--- config.mk ---
export PLATFORM = sky130hd
export DESIGN_NAME = lsu_mem_ctrl_flat
export DESIGN_NICKNAME = d
export VERILOG_FILES = /design/src/rtl/lsu_mem_ctrl_pkg.sv /design/src/rtl/lsu_mem_ctrl_if.sv /design/src/rtl/mem_lane_align.sv /design/src/rtl/lsu_mem_ctrl.sv /design/src/flat_wrapper.sv
export SDC_FILE = /design/constraint.sdc
export NUM_CORES = 1
export LEC_CHECK = 0
export ABC_CLOCK_PERIOD_IN_PS = 4050
export CORE_AREA = 2 2 104 126
export DETAILED_ROUTE_END_ITERATION = 8
export DIE_AREA = 0 0 106 128
export PLACE_DENSITY_LB_ADDON = 0.08
export SETUP_SLACK_MARGIN = 0.1
export SLEW_MARGIN = 20
export SYNTH_ARGS = -nofsm -noshare
export SYNTH_HDL_FRONTEND = slang
export SYNTH_SLANG_ARGS = --single-unit
--- constraint.sdc ---
create_clock -name clk -period 4.05 [get_ports clk]
set_clock_uncertainty 0.1 [all_clocks]
set_input_delay 0.6075 -clock clk [delete_from_list [all_inputs] [get_ports clk]]
set_output_delay 0.6075 -clock clk [all_outputs]
set_load 0.05 [all_outputs]
--- src/rtl/lsu_mem_ctrl_pkg.sv ---
// rtl/lsu_mem_ctrl_pkg.sv - shared size encodings, FSM states and alignment helper
package lsu_mem_pkg;

    localparam logic [1:0] SZ_BYTE = 2'b00;
    localparam logic [1:0] SZ_HALF = 2'b01;
    localparam logic [1:0] SZ_WORD = 2'b10;
    localparam logic [1:0] SZ_ILL  = 2'b11;

    typedef enum logic [1:0] {
        ST_IDLE = 2'd0,
        ST_RD   = 2'd1,
        ST_WR   = 2'd2,
        ST_RESP = 2'd3
    } state_t;

    // True when the access cannot be served: illegal size or lane straddles a word
    function automatic logic misaligned(input logic [1:0] size, input logic [1:0] addr_lo);
        logic bad;
        case (size)
            SZ_BYTE: bad = 1'b0;
            SZ_HALF: bad = addr_lo[0];
            SZ_WORD: bad = |addr_lo;
            default: bad = 1'b1;
        endcase
        return bad;
    endfunction

endpackage

--- src/rtl/lsu_mem_ctrl_if.sv ---
// rtl/lsu_mem_ctrl_if.sv - request/response and memory-port bundle of the LSU memory controller
interface lsu_mem_ctrl_if #(
    parameter int ADDR_W = 32
);
    logic              req_valid;
    logic              req_ready;
    logic              req_wr;
    logic [1:0]        req_size;
    logic              req_unsigned;
    logic [ADDR_W-1:0] req_addr;
    logic [31:0]       req_wdata;
    logic              rsp_valid;
    logic              rsp_ready;
    logic [31:0]       rsp_rdata;
    logic              rsp_err;
    logic              mem_enable;
    logic              mem_wr;
    logic [ADDR_W-1:0] mem_addr;
    logic [31:0]       mem_wdata;
    logic [31:0]       mem_rdata;
    logic              mem_ready;
    logic              mem_err;

    // Controller view
    modport slave (
        input  req_valid, req_wr, req_size, req_unsigned, req_addr, req_wdata,
        input  rsp_ready, mem_rdata, mem_ready, mem_err,
        output req_ready, rsp_valid, rsp_rdata, rsp_err,
        output mem_enable, mem_wr, mem_addr, mem_wdata
    );

    // Environment view: pipeline stage plus memory
    modport master (
        output req_valid, req_wr, req_size, req_unsigned, req_addr, req_wdata,
        output rsp_ready, mem_rdata, mem_ready, mem_err,
        input  req_ready, rsp_valid, rsp_rdata, rsp_err,
        input  mem_enable, mem_wr, mem_addr, mem_wdata
    );
endinterface

--- src/rtl/mem_lane_align.sv ---
// rtl/mem_lane_align.sv - sub-word load extract/extend and store merge, purely combinational
module mem_lane_align
    import lsu_mem_pkg::*;
(
    input  logic [31:0] rdata,
    input  logic [1:0]  offset,
    input  logic [1:0]  size,
    input  logic        is_unsigned,
    input  logic [31:0] old_word,
    input  logic [31:0] wdata,
    output logic [31:0] load_data,
    output logic [31:0] merged
);
    logic [7:0]  byte_lane;
    logic [15:0] half_lane;

    assign byte_lane = rdata[{offset, 3'b000} +: 8];
    assign half_lane = offset[1] ? rdata[31:16] : rdata[15:0];

    // Load path: select the addressed lane and sign- or zero-extend it
    always_comb begin
        load_data = rdata;
        case (size)
            SZ_BYTE: load_data = {{24{~is_unsigned & byte_lane[7]}}, byte_lane};
            SZ_HALF: load_data = {{16{~is_unsigned & half_lane[15]}}, half_lane};
            default: load_data = rdata;
        endcase
    end

    // Store path: overwrite only the addressed lane(s) of the old word
    always_comb begin
        merged = old_word;
        case (size)
            SZ_BYTE: merged[{offset, 3'b000} +: 8] = wdata[7:0];
            SZ_HALF: begin
                if (offset[1]) merged[31:16] = wdata[15:0];
                else           merged[15:0]  = wdata[15:0];
            end
            default: merged = wdata;
        endcase
    end
endmodule

--- src/rtl/lsu_mem_ctrl.sv ---
// rtl/lsu_mem_ctrl.sv - load/store controller driving a stalling single-port 32-bit memory
module lsu_mem_ctrl
    import lsu_mem_pkg::*;
#(
    parameter int ADDR_W = 32
) (
    input  logic          clk,
    input  logic          rst_n,
    lsu_mem_ctrl_if.slave bus
);
    state_t            state;
    logic              wr_q;
    logic [1:0]        size_q;
    logic              uns_q;
    logic [ADDR_W-1:0] addr_q;
    logic [31:0]       wdata_q;
    logic [31:0]       rdata_q;
    logic              err_q;
    logic [31:0]       load_data;
    logic [31:0]       merged;

    mem_lane_align u_align (
        .rdata       (bus.mem_rdata),
        .offset      (addr_q[1:0]),
        .size        (size_q),
        .is_unsigned (uns_q),
        .old_word    (bus.mem_rdata),
        .wdata       (wdata_q),
        .load_data   (load_data),
        .merged      (merged)
    );

    // All outputs decode registered state only, so nothing on req_* reaches the memory port combinationally
    assign bus.req_ready  = (state == ST_IDLE);
    assign bus.mem_enable = (state == ST_RD) || (state == ST_WR);
    assign bus.mem_wr     = (state == ST_WR);
    assign bus.mem_addr   = bus.mem_enable ? {addr_q[ADDR_W-1:2], 2'b00} : '0;
    assign bus.mem_wdata  = (state == ST_WR) ? wdata_q : '0;
    assign bus.rsp_valid  = (state == ST_RESP);
    assign bus.rsp_rdata  = (state == ST_RESP) ? rdata_q : '0;
    assign bus.rsp_err    = (state == ST_RESP) && err_q;

    // Control FSM with request capture; wdata_q is reused to hold the merged RMW word
    always_ff @(posedge clk or negedge rst_n) begin
        if (!rst_n) begin
            state   <= ST_IDLE;
            wr_q    <= 1'b0;
            size_q  <= SZ_BYTE;
            uns_q   <= 1'b0;
            addr_q  <= '0;
            wdata_q <= '0;
            rdata_q <= '0;
            err_q   <= 1'b0;
        end else begin
            case (state)
                ST_IDLE: begin
                    if (bus.req_valid) begin
                        wr_q    <= bus.req_wr;
                        size_q  <= bus.req_size;
                        uns_q   <= bus.req_unsigned;
                        addr_q  <= bus.req_addr;
                        wdata_q <= bus.req_wdata;
                        rdata_q <= '0;
                        err_q   <= 1'b0;
                        if (misaligned(bus.req_size, bus.req_addr[1:0])) begin
                            err_q <= 1'b1;
                            state <= ST_RESP;
                        end else if (bus.req_wr && bus.req_size == SZ_WORD) begin
                            state <= ST_WR;
                        end else begin
                            state <= ST_RD;
                        end
                    end
                end
                ST_RD: begin
                    if (bus.mem_ready) begin
                        if (bus.mem_err) begin
                            err_q <= 1'b1;
                            state <= ST_RESP;
                        end else if (wr_q) begin
                            wdata_q <= merged;
                            state   <= ST_WR;
                        end else begin
                            rdata_q <= load_data;
                            state   <= ST_RESP;
                        end
                    end
                end
                ST_WR: begin
                    if (bus.mem_ready) begin
                        err_q <= bus.mem_err;
                        state <= ST_RESP;
                    end
                end
                ST_RESP: begin
                    if (bus.rsp_ready) state <= ST_IDLE;
                end
                default: state <= ST_IDLE;
            endcase
        end
    end
endmodule

--- src/flat_wrapper.sv ---
// flat-port wrapper written by rule: the top's interface ports become plain ports
module lsu_mem_ctrl_flat import lsu_mem_pkg::*;
#(
    parameter int ADDR_W = 32
)
  (clk, rst_n, bus_req_valid, bus_req_wr, bus_req_size, bus_req_unsigned, bus_req_addr, bus_req_wdata, bus_rsp_ready, bus_mem_rdata, bus_mem_ready, bus_mem_err, bus_req_ready, bus_rsp_valid, bus_rsp_rdata, bus_rsp_err, bus_mem_enable, bus_mem_wr, bus_mem_addr, bus_mem_wdata);
  lsu_mem_ctrl_if #(.ADDR_W(ADDR_W)) bus_i ();
  input  logic clk;
  input  logic rst_n;
  input wire logic [$bits(bus_i.req_valid)-1:0] bus_req_valid;
  input wire logic [$bits(bus_i.req_wr)-1:0] bus_req_wr;
  input wire logic [$bits(bus_i.req_size)-1:0] bus_req_size;
  input wire logic [$bits(bus_i.req_unsigned)-1:0] bus_req_unsigned;
  input wire logic [$bits(bus_i.req_addr)-1:0] bus_req_addr;
  input wire logic [$bits(bus_i.req_wdata)-1:0] bus_req_wdata;
  input wire logic [$bits(bus_i.rsp_ready)-1:0] bus_rsp_ready;
  input wire logic [$bits(bus_i.mem_rdata)-1:0] bus_mem_rdata;
  input wire logic [$bits(bus_i.mem_ready)-1:0] bus_mem_ready;
  input wire logic [$bits(bus_i.mem_err)-1:0] bus_mem_err;
  output wire logic [$bits(bus_i.req_ready)-1:0] bus_req_ready;
  output wire logic [$bits(bus_i.rsp_valid)-1:0] bus_rsp_valid;
  output wire logic [$bits(bus_i.rsp_rdata)-1:0] bus_rsp_rdata;
  output wire logic [$bits(bus_i.rsp_err)-1:0] bus_rsp_err;
  output wire logic [$bits(bus_i.mem_enable)-1:0] bus_mem_enable;
  output wire logic [$bits(bus_i.mem_wr)-1:0] bus_mem_wr;
  output wire logic [$bits(bus_i.mem_addr)-1:0] bus_mem_addr;
  output wire logic [$bits(bus_i.mem_wdata)-1:0] bus_mem_wdata;
  assign bus_i.req_valid = bus_req_valid;
  assign bus_i.req_wr = bus_req_wr;
  assign bus_i.req_size = bus_req_size;
  assign bus_i.req_unsigned = bus_req_unsigned;
  assign bus_i.req_addr = bus_req_addr;
  assign bus_i.req_wdata = bus_req_wdata;
  assign bus_i.rsp_ready = bus_rsp_ready;
  assign bus_i.mem_rdata = bus_mem_rdata;
  assign bus_i.mem_ready = bus_mem_ready;
  assign bus_i.mem_err = bus_mem_err;
  assign bus_req_ready = bus_i.req_ready;
  assign bus_rsp_valid = bus_i.rsp_valid;
  assign bus_rsp_rdata = bus_i.rsp_rdata;
  assign bus_rsp_err = bus_i.rsp_err;
  assign bus_mem_enable = bus_i.mem_enable;
  assign bus_mem_wr = bus_i.mem_wr;
  assign bus_mem_addr = bus_i.mem_addr;
  assign bus_mem_wdata = bus_i.mem_wdata;
  lsu_mem_ctrl #(.ADDR_W(ADDR_W)) u_core (.clk(clk), .rst_n(rst_n), .bus(bus_i));
endmodule
### After elaboration in Yosys (flattened, before gate mapping)

Cells that the tools add are included.

* add/subtract/negate cells: 1
* multiply operators: 0
* divide/modulo/power cells: 0
* order comparisons: 0
* equality and inequality tests: 16
* shift-type cells: 3
* muxes and demuxes: 37
* bitwise gates (word level): 3
* reduce and logical (&&, ||, !) cells: 15

Operators with widths (count)
* $mux 32: 11
* $pmux 32 s2: 4
* $mux 16: 3
* $bwmux 32: 1
* $shift 8x7->32 const A: 1
* $shiftx 32x6->8: 1
* $shiftx 8x7->32: 1
* $mux 2: 7
* $ne 2x2->1 const B: 7
* $reduce_and 5->1: 2
* $mux 1: 8
* $pmux 2 s4: 1
* $neg 5->7: 1
* $reduce_and 7->1: 1
* $eq 2x1->1 const B: 3
* $eq 2x2->1 const B: 3
* $logic_not 2->1: 3
* $pmux 1 s3: 2
* $reduce_and 6->1: 1
* $reduce_and 4->1: 1
* $ne 3x2->1 const B: 1
* $ne 3x3->1 const B: 1
* $reduce_bool 3->1: 1
* $and 1x1->1: 2
* 7 further kinds: 8

* register bits after elaboration: 103
* bits in latches: 0
* bits in writable memories: 0
* memory bits (read-only): 0
* input bits: 106
* logic and storage cells: 84
* memories: 0

### Logic depth before layout (Yosys ltp)

Gate-level depths: netlist of run 1.

* word-level depth: 8
* depth in mapped cells: 9

### Modules after synthesis

Synthesis of run 1 repeated with hierarchy kept, for this count alone.

* cells, all modules: 723
* area total of the unflattened synthesis: 6985.4 µm²

By module, submodules not included
* lsu_mem_ctrl: times used 1, cells each 463, area an instance 5328.9 µm², sequential area each 2577.5 µm²
* mem_lane_align: times used 1, cells each 260, area an instance 1656.6 µm², sequential area each 0.0 µm²

### Worst setup path before layout of run 1

Ideal clock, no wire load.

* kind: register to output
* start: reg u_core.state[0]
* end: out bus_mem_addr[10]
* arrival time: 1787 ps
* required time: 3342 ps
* slack: 1556 ps
* cell stages (with the launch flop): 5
* path buffers: 1
* path through: dfrtp_1 > inv_1 > ha_1 > clkbuf_1 > and2_1

* cells in the longest elaborated chain, start to end: 3
* elaborated cells on any way between the ends: 4

RTL lines
* start: declaration: line lsu_mem_ctrl.sv:11 `state_t state;`
* start signal: assignment: line lsu_mem_ctrl.sv:46 `state <= ST_IDLE;`
* start signal: assignment: line lsu_mem_ctrl.sv:67 `state <= ST_RESP;`
* start signal: assignment: line lsu_mem_ctrl.sv:69 `state <= ST_WR;`
* $eq 2x1->1 or $eq 2x2->1 (tied branches): line lsu_mem_ctrl.sv:35 `assign bus.mem_enable = (state == ST_RD) || (state == ST_WR);`
* $logic_or 1x1->1 (*): line lsu_mem_ctrl.sv:35
* net bus_mem_enable: line flat_wrapper.sv:24 `output wire logic [$bits(bus_i.mem_enable)-1:0] bus_mem_enable;`
* $mux 32 (*): line lsu_mem_ctrl.sv:37 `assign bus.mem_addr = bus.mem_enable ? {addr_q[ADDR_W-1:2], 2'b00} : '0;`
* end: declaration: line flat_wrapper.sv:26 `output wire logic [$bits(bus_i.mem_addr)-1:0] bus_mem_addr;`

Mark *: on every way through the listed nets, which the timed path passes. The rest lies on a longest branch.

### Worst setup path after layout of run 1

* start: reg u_core.state[0]
* end: out bus_mem_addr[24]

* cells in the longest elaborated chain, start to end: 3
* elaborated cells on any way between the ends: 4

RTL lines (line)
* $eq 2x1->1 or $eq 2x2->1 (tied branches): lsu_mem_ctrl.sv:35
* $logic_or 1x1->1 (*): lsu_mem_ctrl.sv:35
* $mux 32 (*): lsu_mem_ctrl.sv:37

Mark *: on every way between the ends. The rest lies on a longest branch, timed or not.

==> flow_summary.json, run 1 <==
{
  "dieArea_um2": 13600,
  "first_pass_iters": 5,
  "ys_types": 50,
  "grt_pass1_vias": 5582,
  "first_iter_violations": 396,
  "ys_ff_latch": 103,
  "synthTopCellsByArea": "dfrtp_1, and2_1, mux2_2",
  "drt_wl_total_mm": 18.5,
  "synthFlopType": "dfrtp_1",
  "cts_sinks": 103,
  "fin_tns_setup_ps": 0,
  "period_share_pct": 85.1,
  "fill_cells": 973,
  "area_delta_synth_final_pct": 40.1,
  "syn_area_um2": 6080,
  "grt_max_degree": 54,
  "peakVddDrop_uv": 850,
  "io_buffer_count": 204,
  "use_met3_pct": 5.08,
  "drive_above_1_share_pct": 11.9,
  "cp_max_fo": 33,
  "die_x_um": 106,
  "worstPathCellList": "inv_1 -> ha_1 -> and2_1 -> clkdlybuf4s50_1",
  "core_area_um2": 12400,
  "n_antenna_cell": 0,
  "setup_viol": 0,
  "path_class": "reg -> out",
  "worst-r2r-cell-count": 6,
  "seq_area_um2": 2580,
  "cts_max_level": 3,
  "cts_buffer_depth": 2,
  "synth-seq-area-share_pct": 42.4,
  "rrSetupSlack_ps": 1320,
  "worst_hold_path_type": "reg -> reg",
  "hold_viol": 0,
  "holdPathEnd": "u_core.rdata_q[1]$_DFFE_PN0P_",
  "arrival_ps": 2740,
  "slew-limit-headroom_pct": 28.5,
  "use_met1_pct": 32.7,
  "max_freq_mhz": 290,
  "grt_pass1_wl_mm": 28.8,
  "p_leak_nw": 3.55,
  "hpwl_mm": 13.8,
  "grt.busiest_layer": "met2",
  "holdPathStages": 2,
  "synth_enable_flop_cells": 0,
  "multi_input_area_um2": 3260,
  "overflow": 0,
  "cts_tree": "done",
  "synth_top_area_cell": "dfrtp_1",
  "post_cts_buffers": 0,
  "critPathLaunchType": "flop",
  "end_kind": "primary output",
  "layout_min_cycle_time_ps": 3450,
  "wl_per_cell_um": 19.0,
  "die_height_um": 128,
  "netlist.area_leader.share_pct": 42.4,
  "num_rows": 45,
  "rr_startpoint": "u_core.state[1]$_DFFE_PN0P_",
  "track_usage_pct": 27.0,
  "antenna_found_initial": 0,
  "place_ws_ps": 954,
  "clock_latency_ps": 350,
  "start_util_pct": 48.9,
  "slowest_stage": "ha_1",
  "maxCapViolCount": 0,
  "setup_ws_ps": 603,
  "routed_via_density": 5.66,
  "cts_made_buffers": 9,
  "via_count": 5507,
  "max_slew.worst_pin.slew_ps": 1070,
  "cpPeakStageDelay_ps": 810,
  "clk_pin_slew_ps": 70,
  "synth_warnings": 0,
  "clockRootBuffer": "clkbuf_16",
  "p_total_w": 0.00781,
  "min_from": "u_core.rdata_q[1]$_DFFE_PN0P_",
  "drv_slew": 0,
  "place_congestion": 0.930,
  "rsz0062_at_grt": "no",
  "r2r_end": "u_core.wdata_q[12]$_DFFE_PN0P_",
  "power.density_nw_per_um2": 917,
  "ant_nets": 0,
  "status": "complete, no violations",
  "critPathRequiredTime_ps": 3340,
  "synth_async_sr_flop_share_pct": 100,
  "grtUsageMet2_pct": 46.1,
  "synth_cells": 625,
  "drcViolationCount": 0,
  "syn_area_per_cell_um2": 9.73,
  "ioPinCount": 207,
  "fin_nets": 921
}
-- Yosys cell counts, types with 14 or more instances --
library cell	count
buf_2	17
dfrtp_1	103
mux2_2	60
a21oi_1	21
a22oi_1	22
nand2b_1	15
nand2_1	59
a31oi_1	16
nor2_1	15
clkbuf_1	21
and2_1	109
o21ai_0	46
mux2i_1	14
-- worst max path at each step --
stage / startpoint / end / slack [ps] / cells after the start
6_report: u_core.state[0]$_DFFE_PN0P_ / bus_mem_addr[24] / 600 / 4
5_1_grt: u_core.state[0]$_DFFE_PN0P_ / bus_mem_addr[4] / 420 / 4
2_1_floorplan: u_core.state[0]$_DFFE_PN0P_ / bus_mem_addr[10] / 1560 / 4
3_3_place_gp: u_core.state[0]$_DFFE_PN0P_ / bus_mem_addr[10] / 1100 / 4
3_5_place_dp: u_core.state[0]$_DFFE_PN0P_ / bus_mem_addr[24] / 950 / 4
4_1_cts: u_core.state[0]$_DFFE_PN0P_ / bus_mem_addr[24] / 570 / 4
-- what timing repair did --
item                      4_1_cts  5_1_grt
hold buffers                    1        0
hold endpoints to repair        2        0
gates resized for setup         0        0
-- per-layer routing --
| layer | part of all wire [%] | wire [um] |
|---|---|---|
| met1 | 40 | 7340 |
| met2 | 49 | 9070 |
| met3 | 6.9 | 1270 |
| met4 | 4.3 | 787 |
| met5 | 0 | 0 |
-- sequential cells by signal, summed over array words and instances (netlist names) --
name            flops
u_core.wdata_q     32
u_core.err_q        1
u_core.wr_q         1
u_core.size_q       2
u_core.uns_q        1
u_core.state        2
u_core.addr_q      32
u_core.rdata_q     32
-- power breakdown --
group	total, W	internal (W)	switching [W]
Combinational	0.00494	0.00186	0.00307
Sequential	0.00191	0.00152	0.000387
Clock	0.000961	0.000576	0.000385
-- cells by family after synthesis --
| family | count (synthesis) | synth area share (%) |
|---|---|---|
| AND/OR/NAND/NOR | 225 | 20.8 |
| adder cells (fa/ha/maj) | 10 | 2.06 |
| multiplexers | 74 | 13.4 |
| flip-flops | 103 | 42.4 |
| other | 1 | 0.0617 |
| buffers and inverters | 54 | 4.05 |
| AO/OA/AOI/OAI | 158 | 17.2 |
-- layout by cell type (no fill, tap or decap), drive strengths merged, types with 7 or more instances in the layout --
cell,count
a21boi,7
a21oi,22
a22o,8
a22oi,22
a31oi,16
a41oi,8
and2,109
buf,9
clkbuf,11
clkdlybuf4s50,203
dfrtp,103
ha,10
inv,10
mux2,60
mux2i,14
nand2,59
nand2b,15
nand4,8
nor2,15
o21ai,56
-- layout make-up --
| cell class | instances | area share, % |
|---|---|---|
| repair buffers | 213 | 24.8 |
| flip-flops and latches | 103 | 30.3 |
| clock inverters | 4 | 0.911 |
| well taps | 164 | 2.41 |
| multi-input cells | 469 | 38.3 |
| clock buffers | 11 | 2.97 |
| inverters | 9 | 0.397 |
-- worst max-delay path, delay by kind of cell, from the launching register on --
family | cells | cell delay (ps)
adders and majority gates | 1 | 810
DFF | 1 | 430
and+or+nand+nor | 1 | 240
buffers and inverters | 2 | 900
-- stage by stage --
stage	instance area (um^2)	hold WS (ps)	std cells	util [%]
3_3_place_gp	8180	301	957	65.7
3_5_place_dp	8180	302	957	65.7
2_1_floorplan	6090	212	626	-
5_1_grt	8520	410	973	68.5
4_1_cts	8520	383	973	68.5
6_report	8520	375	973	68.5
Note: power is estimated with default switching activity, not from simulation.
==> run 2, diff against run 1 <==
--- a/config.mk
+++ b/config.mk
@@ -6,9 +6,9 @@
 export NUM_CORES = 1
 export LEC_CHECK = 0
 export ABC_CLOCK_PERIOD_IN_PS = 4050
-export CORE_AREA = 2 2 104 126
+export CORE_AREA = 2 2 110 133
 export DETAILED_ROUTE_END_ITERATION = 8
-export DIE_AREA = 0 0 106 128
+export DIE_AREA = 0 0 112 135
 export PLACE_DENSITY_LB_ADDON = 0.08
 export SETUP_SLACK_MARGIN = 0.1
 export SLEW_MARGIN = 20
==> flow_summary.json, run 2 (same netlist as run 1, synthesis figures left out) <==
{
  "setup_viol": 0,
  "arrival_ps": 2730,
  "reg_top3": "u_core.addr_q x32, u_core.rdata_q x32, u_core.wdata_q x32",
  "cts_sinks": 103,
  "rrSetupSlack_ps": 1340,
  "drive_above_1_share_pct": 11.9,
  "hold_viol": 0,
  "cts_buffer_depth": 2,
  "area_delta_synth_final_pct": 39.1,
  "io_buffer_count": 204,
  "p_leak_nw": 3.52,
  "post_cts_resized": 0,
  "overflow": 0,
  "rr_startpoint": "u_core.state[1]$_DFFE_PN0P_",
  "n_antenna_cell": 0,
  "status": "complete, no violations",
  "slew-limit-headroom_pct": 28.8,
  "setup_ws_ps": 617,
  "worstPathCellList": "inv_1 -> ha_1 -> and2_1 -> clkdlybuf4s50_1",
  "clk_pin_slew_ps": 70,
  "cts_made_buffers": 9,
  "cpPeakStageDelay_ps": 810,
  "path_class": "reg -> out",
  "r2r_end": "u_core.rdata_q[23]$_DFFE_PN0P_",
  "final_cell_mix": "clkdlybuf4s50_1, and2_1, dfrtp_1",
  "track_usage_pct": 24.6,
  "maxCapViolCount": 0,
  "postPlaceCellArea_um2": 8190,
  "grt_pass1_wl_mm": 29.3,
  "first_pass_iters": 8,
  "antenna_found_initial": 0,
  "worst_hold_path_type": "in -> async",
  "die_x_um": 112,
  "ioPinCount": 207,
  "hpwl_mm": 14.2,
  "cts_tree": "done",
  "clockRootBuffer": "clkbuf_16",
  "num_rows": 47,
  "via_count": 5427,
  "max_freq_mhz": 291,
  "final_common_cell": "clkdlybuf4s50_1",
  "ant_nets": 0,
  "max_slew.worst_pin.slew_ps": 1070,
  "first_iter_violations": 332,
  "core_area_um2": 13800,
  "power.density_nw_per_um2": 905,
  "critPathTopFamily": "buffers and inverters",
  "clock_latency_ps": 340,
  "die_height_um": 135,
  "post_cts_buffers": 0,
  "wl_per_cell_um": 19.2,
  "peakVddDrop_uv": 705,
  "fin_tns_setup_ps": 0,
  "fin_nets": 920,
  "cts_max_level": 3,
  "dieArea_um2": 15100,
  "routed_via_density": 5.54,
  "place_ws_ps": 912,
  "drcViolationCount": 0,
  "end_kind": "primary output",
  "layout_min_cycle_time_ps": 3430,
  "final_cell_area_um2": 8460,
  "drt_wl_total_mm": 18.8,
  "critPathLaunchType": "flop",
  "start_util_pct": 44.2,
  "slowest_stage": "ha_1",
  "critPathRequiredTime_ps": 3340,
  "cp_max_fo": 33,
  "worst-r2r-cell-count": 7,
  "drv_slew": 0,
  "postCtsHoldBufs": 0,
  "place_congestion": 0.919,
  "grt_max_degree": 64,
  "p_total_w": 0.00766,
  "grt_pass1_vias": 5479,
  "critical_path_buf_inv_count": 2,
  "period_share_pct": 84.8,
  "rsz0062_at_grt": "no"
}
==> run 2: final cells by class <==
class	instances	area, um^2
clock inverter	5	33.8
tap	171	214
multi-input combinational	469	3260
inverter	9	33.8
timing repair buffer	212	2100
clock buffer	10	239
fill	1235	5300
sequential	103	2580
==> run 2: metrics by stage <==
| stage | hold WS (ps) | util, % | std cells |
|---|---|---|---|
| finish | 258 | 61.5 | 979 |
| global route | 330 | 61.5 | 979 |
| CTS | 284 | 61.5 | 979 |
| detailed placement | 364 | 59.5 | 964 |
| global placement | 355 | 59.5 | 964 |
| floorplan | 212 | - | 626 |
==> run 2: metal layers <==
metal	vias up	wire length [um]	share of wire, %	GRT usage, %
met3	49	1200	6.4	5.25
met5	-	0	0	0
li1	2556	-	-	-
met2	223	9490	50	43.0
met4	0	718	3.8	11.2
met1	2599	7410	39	29.1
==> run 2: worst register-to-register path: stages (launching register included) <==
cell and delay, ps:
dfrtp_1 420, inv_1 100, ha_1 140, buf_4 390, inv_2 300, nor4_4 820
a22oi_1 230, nand2_1 140
==> run 2: how the worst max path moves through the flow <==
stage                                startpoint          endpoint  slack, ps  cells after the start
finish              u_core.state[0]$_DFFE_PN0P_  bus_mem_addr[22]        620                      4
global route        u_core.state[0]$_DFFE_PN0P_   bus_mem_addr[9]        410                      4
CTS                 u_core.state[0]$_DFFE_PN0P_   bus_mem_addr[9]        540                      4
detailed placement  u_core.state[0]$_DFFE_PN0P_   bus_mem_addr[9]        910                      4
global placement    u_core.state[0]$_DFFE_PN0P_   bus_mem_addr[6]       1070                      4
floorplan           u_core.state[0]$_DFFE_PN0P_  bus_mem_addr[10]       1560                      4
==> run 2: power by group <==
group | internal [W] | switching [W] | total, W
Combinational | 0.00186 | 0.00308 | 0.00494
Clock | 0.000430 | 0.000374 | 0.000805
Sequential | 0.00152 | 0.000386 | 0.00191
Total | 0.00381 | 0.00384 | 0.00766
==> run 3, diff against run 2 <==
--- a/config.mk
+++ b/config.mk
@@ -5,7 +5,7 @@
 export SDC_FILE = /design/constraint.sdc
 export NUM_CORES = 1
 export LEC_CHECK = 0
-export ABC_CLOCK_PERIOD_IN_PS = 4050
+export ABC_CLOCK_PERIOD_IN_PS = 3500
 export CORE_AREA = 2 2 110 133
 export DETAILED_ROUTE_END_ITERATION = 8
 export DIE_AREA = 0 0 112 135
==> constraint.sdc (replaced) <==
create_clock -name clk -period 3.5 [get_ports clk]
set_clock_uncertainty 0.1 [all_clocks]
set_input_delay 0.525 -clock clk [delete_from_list [all_inputs] [get_ports clk]]
set_output_delay 0.525 -clock clk [all_outputs]
set_load 0.05 [all_outputs]
==> flow_summary.json, run 3 (same netlist as run 1, synthesis figures left out) <==
{
  "overflow": 0,
  "drcViolationCount": 0,
  "num_rows": 47,
  "track_usage_pct": 25.0,
  "post_cts_buffers": 0,
  "final_cells": 983,
  "peakVddDrop_uv": 793,
  "cp_max_fo": 33,
  "antenna_found_initial": 0,
  "max_slew.worst_pin.slew_ps": 1010,
  "postPlaceCellArea_um2": 8210,
  "setup_viol": 0,
  "power_switching_w": 0.00448,
  "area_delta_synth_final_pct": 39.7,
  "finish.utilization_pct": 61.7,
  "layout_min_cycle_time_ps": 3080,
  "max_freq_mhz": 325,
  "ant_nets": 0,
  "start_util_pct": 44.2,
  "routed_via_density": 5.49,
  "via_count": 5400,
  "fill_cells": 1229,
  "critPathLaunchType": "flop",
  "hold_viol": 0,
  "slew-limit-headroom_pct": 32.5,
  "period_share_pct": 87.9,
  "postCtsHoldBufs": 0,
  "critical_path_buf_inv_count": 3,
  "end_kind": "primary output",
  "cpPeakStageDelay_ps": 800,
  "clockRootBuffer": "clkbuf_16",
  "power.share.sequential_pct": 24.9,
  "arrival_ps": 2450,
  "drt_wl_total_mm": 18.9,
  "power.density_nw_per_um2": 1050,
  "swShare_pct": 50.2,
  "final_cell_mix": "clkdlybuf4s50_1, and2_1, dfrtp_1",
  "fin_tns_setup_ps": 0,
  "die_x_um": 112,
  "first_pass_iters": 6,
  "worst_hold_path_type": "in -> async",
  "final_cell_area_um2": 8500,
  "place_congestion": 0.898,
  "post_cts_resized": 0,
  "dp_cells": 967,
  "maxCapViolCount": 0,
  "clock_latency_ps": 340,
  "ioPinCount": 207,
  "cts_tree": "done",
  "rrSetupSlack_ps": 830,
  "drive_above_1_share_pct": 12.3,
  "dieArea_um2": 15100,
  "core_area_um2": 13800,
  "slowest_stage": "clkdlybuf4s50_1",
  "grt_max_degree": 82,
  "critPathTopFamily": "buffers and inverters",
  "cts_max_level": 3,
  "final_common_cell": "clkdlybuf4s50_1",
  "wl_per_cell_um": 19.2,
  "cts_sinks": 103,
  "grt_pass1_wl_mm": 30.1,
  "fin_nets": 923,
  "clkPwrFrac_pct": 10.9,
  "first_iter_violations": 374,
  "grt_pass1_vias": 5635,
  "drv_slew": 0,
  "clk_pin_slew_ps": 70,
  "worstPathCellList": "inv_1 -> ha_1 -> buf_4 -> and2_1 -> clkdlybuf4s50_1",
  "rsz0062_at_grt": "no",
  "critPathRequiredTime_ps": 2870,
  "cts_made_buffers": 9,
  "path_class": "reg -> out",
  "hpwl_mm": 14.4,
  "reg_top3": "u_core.addr_q x32, u_core.rdata_q x32, u_core.wdata_q x32",
  "die_height_um": 135,
  "n_antenna_cell": 0,
  "comb_power_share_pct": 64.2,
  "p_int_w": 0.00444,
  "cts_buffer_depth": 2,
  "status": "complete, no violations",
  "p_leak_nw": 3.53,
  "io_buffer_count": 204
}
run 3: cell count changes in the layout (fill, tap and decap cells not counted):
cell / before / now
clkinvlp_4: 2 / 3
clkinv_4: 0 / 1
buf_4: 9 / 11
clkinv_2: 2 / 1
buf_6: 0 / 1
run 3: power groups by stage:
stage          Combinational [W]  Clock [W]  Sequential [W]
2_1_floorplan            0.00421          0         0.00201
3_3_place_gp             0.00566          0         0.00221
3_5_place_dp             0.00574          0         0.00223
4_1_cts                  0.00576   0.000986         0.00222
5_1_grt                  0.00613    0.00104         0.00228
6_report                 0.00572   0.000970         0.00222
run 3: through the flow:
step / setup slack (ps) / hold WS (ps) / power [W]
after floorplan: 1090 / 129 / 0.00622
after global placement: 820 / 360 / 0.00787
after detailed placement: 781 / 367 / 0.00797
after CTS: 403 / 301 / 0.00896
after global routing: 302 / 179 / 0.00944
final: 425 / 97.7 / 0.00891
run 3: cell type report:
| cell class | instances | area [um^2] | area share [%] |
|---|---|---|---|
| Timing Repair Buffer | 215 | 2130 | 25.0 |
| Clock buffer | 10 | 239 | 2.81 |
| Inverter | 9 | 33.8 | 0.398 |
| Multi-Input combinational cell | 469 | 3260 | 38.4 |
| Sequential cell | 103 | 2580 | 30.3 |
| Tap cell | 171 | 214 | 2.52 |
| Clock inverter | 6 | 45.0 | 0.530 |
run 3: metal layers:
layer	GRT usage (%)	part of all wire, %	vias to the layer above
met4	7.86	2.6	0
met2	43.9	51	210
met5	0	0	-
met3	4.85	5.9	26
li1	-	-	2556
met1	31.2	41	2608
run 3: path summary, 6_finish.rpt:
kind | from | end | depth (start not counted)
min reg2reg | u_core.rdata_q[5]$_DFFE_PN0P_ | u_core.rdata_q[5]$_DFFE_PN0P_ | 2
max in group asynchronous | rst_n | u_core.wdata_q[24]$_DFFE_PN0P_ | 2
max reg2reg | u_core.state[1]$_DFFE_PN0P_ | u_core.wdata_q[9]$_DFFE_PN0P_ | 6
min in group clk | u_core.rdata_q[5]$_DFFE_PN0P_ | u_core.rdata_q[5]$_DFFE_PN0P_ | 2
max | u_core.state[0]$_DFFE_PN0P_ | bus_mem_wdata[8] | 5
min | rst_n | u_core.wdata_q[6]$_DFFE_PN0P_ | 1
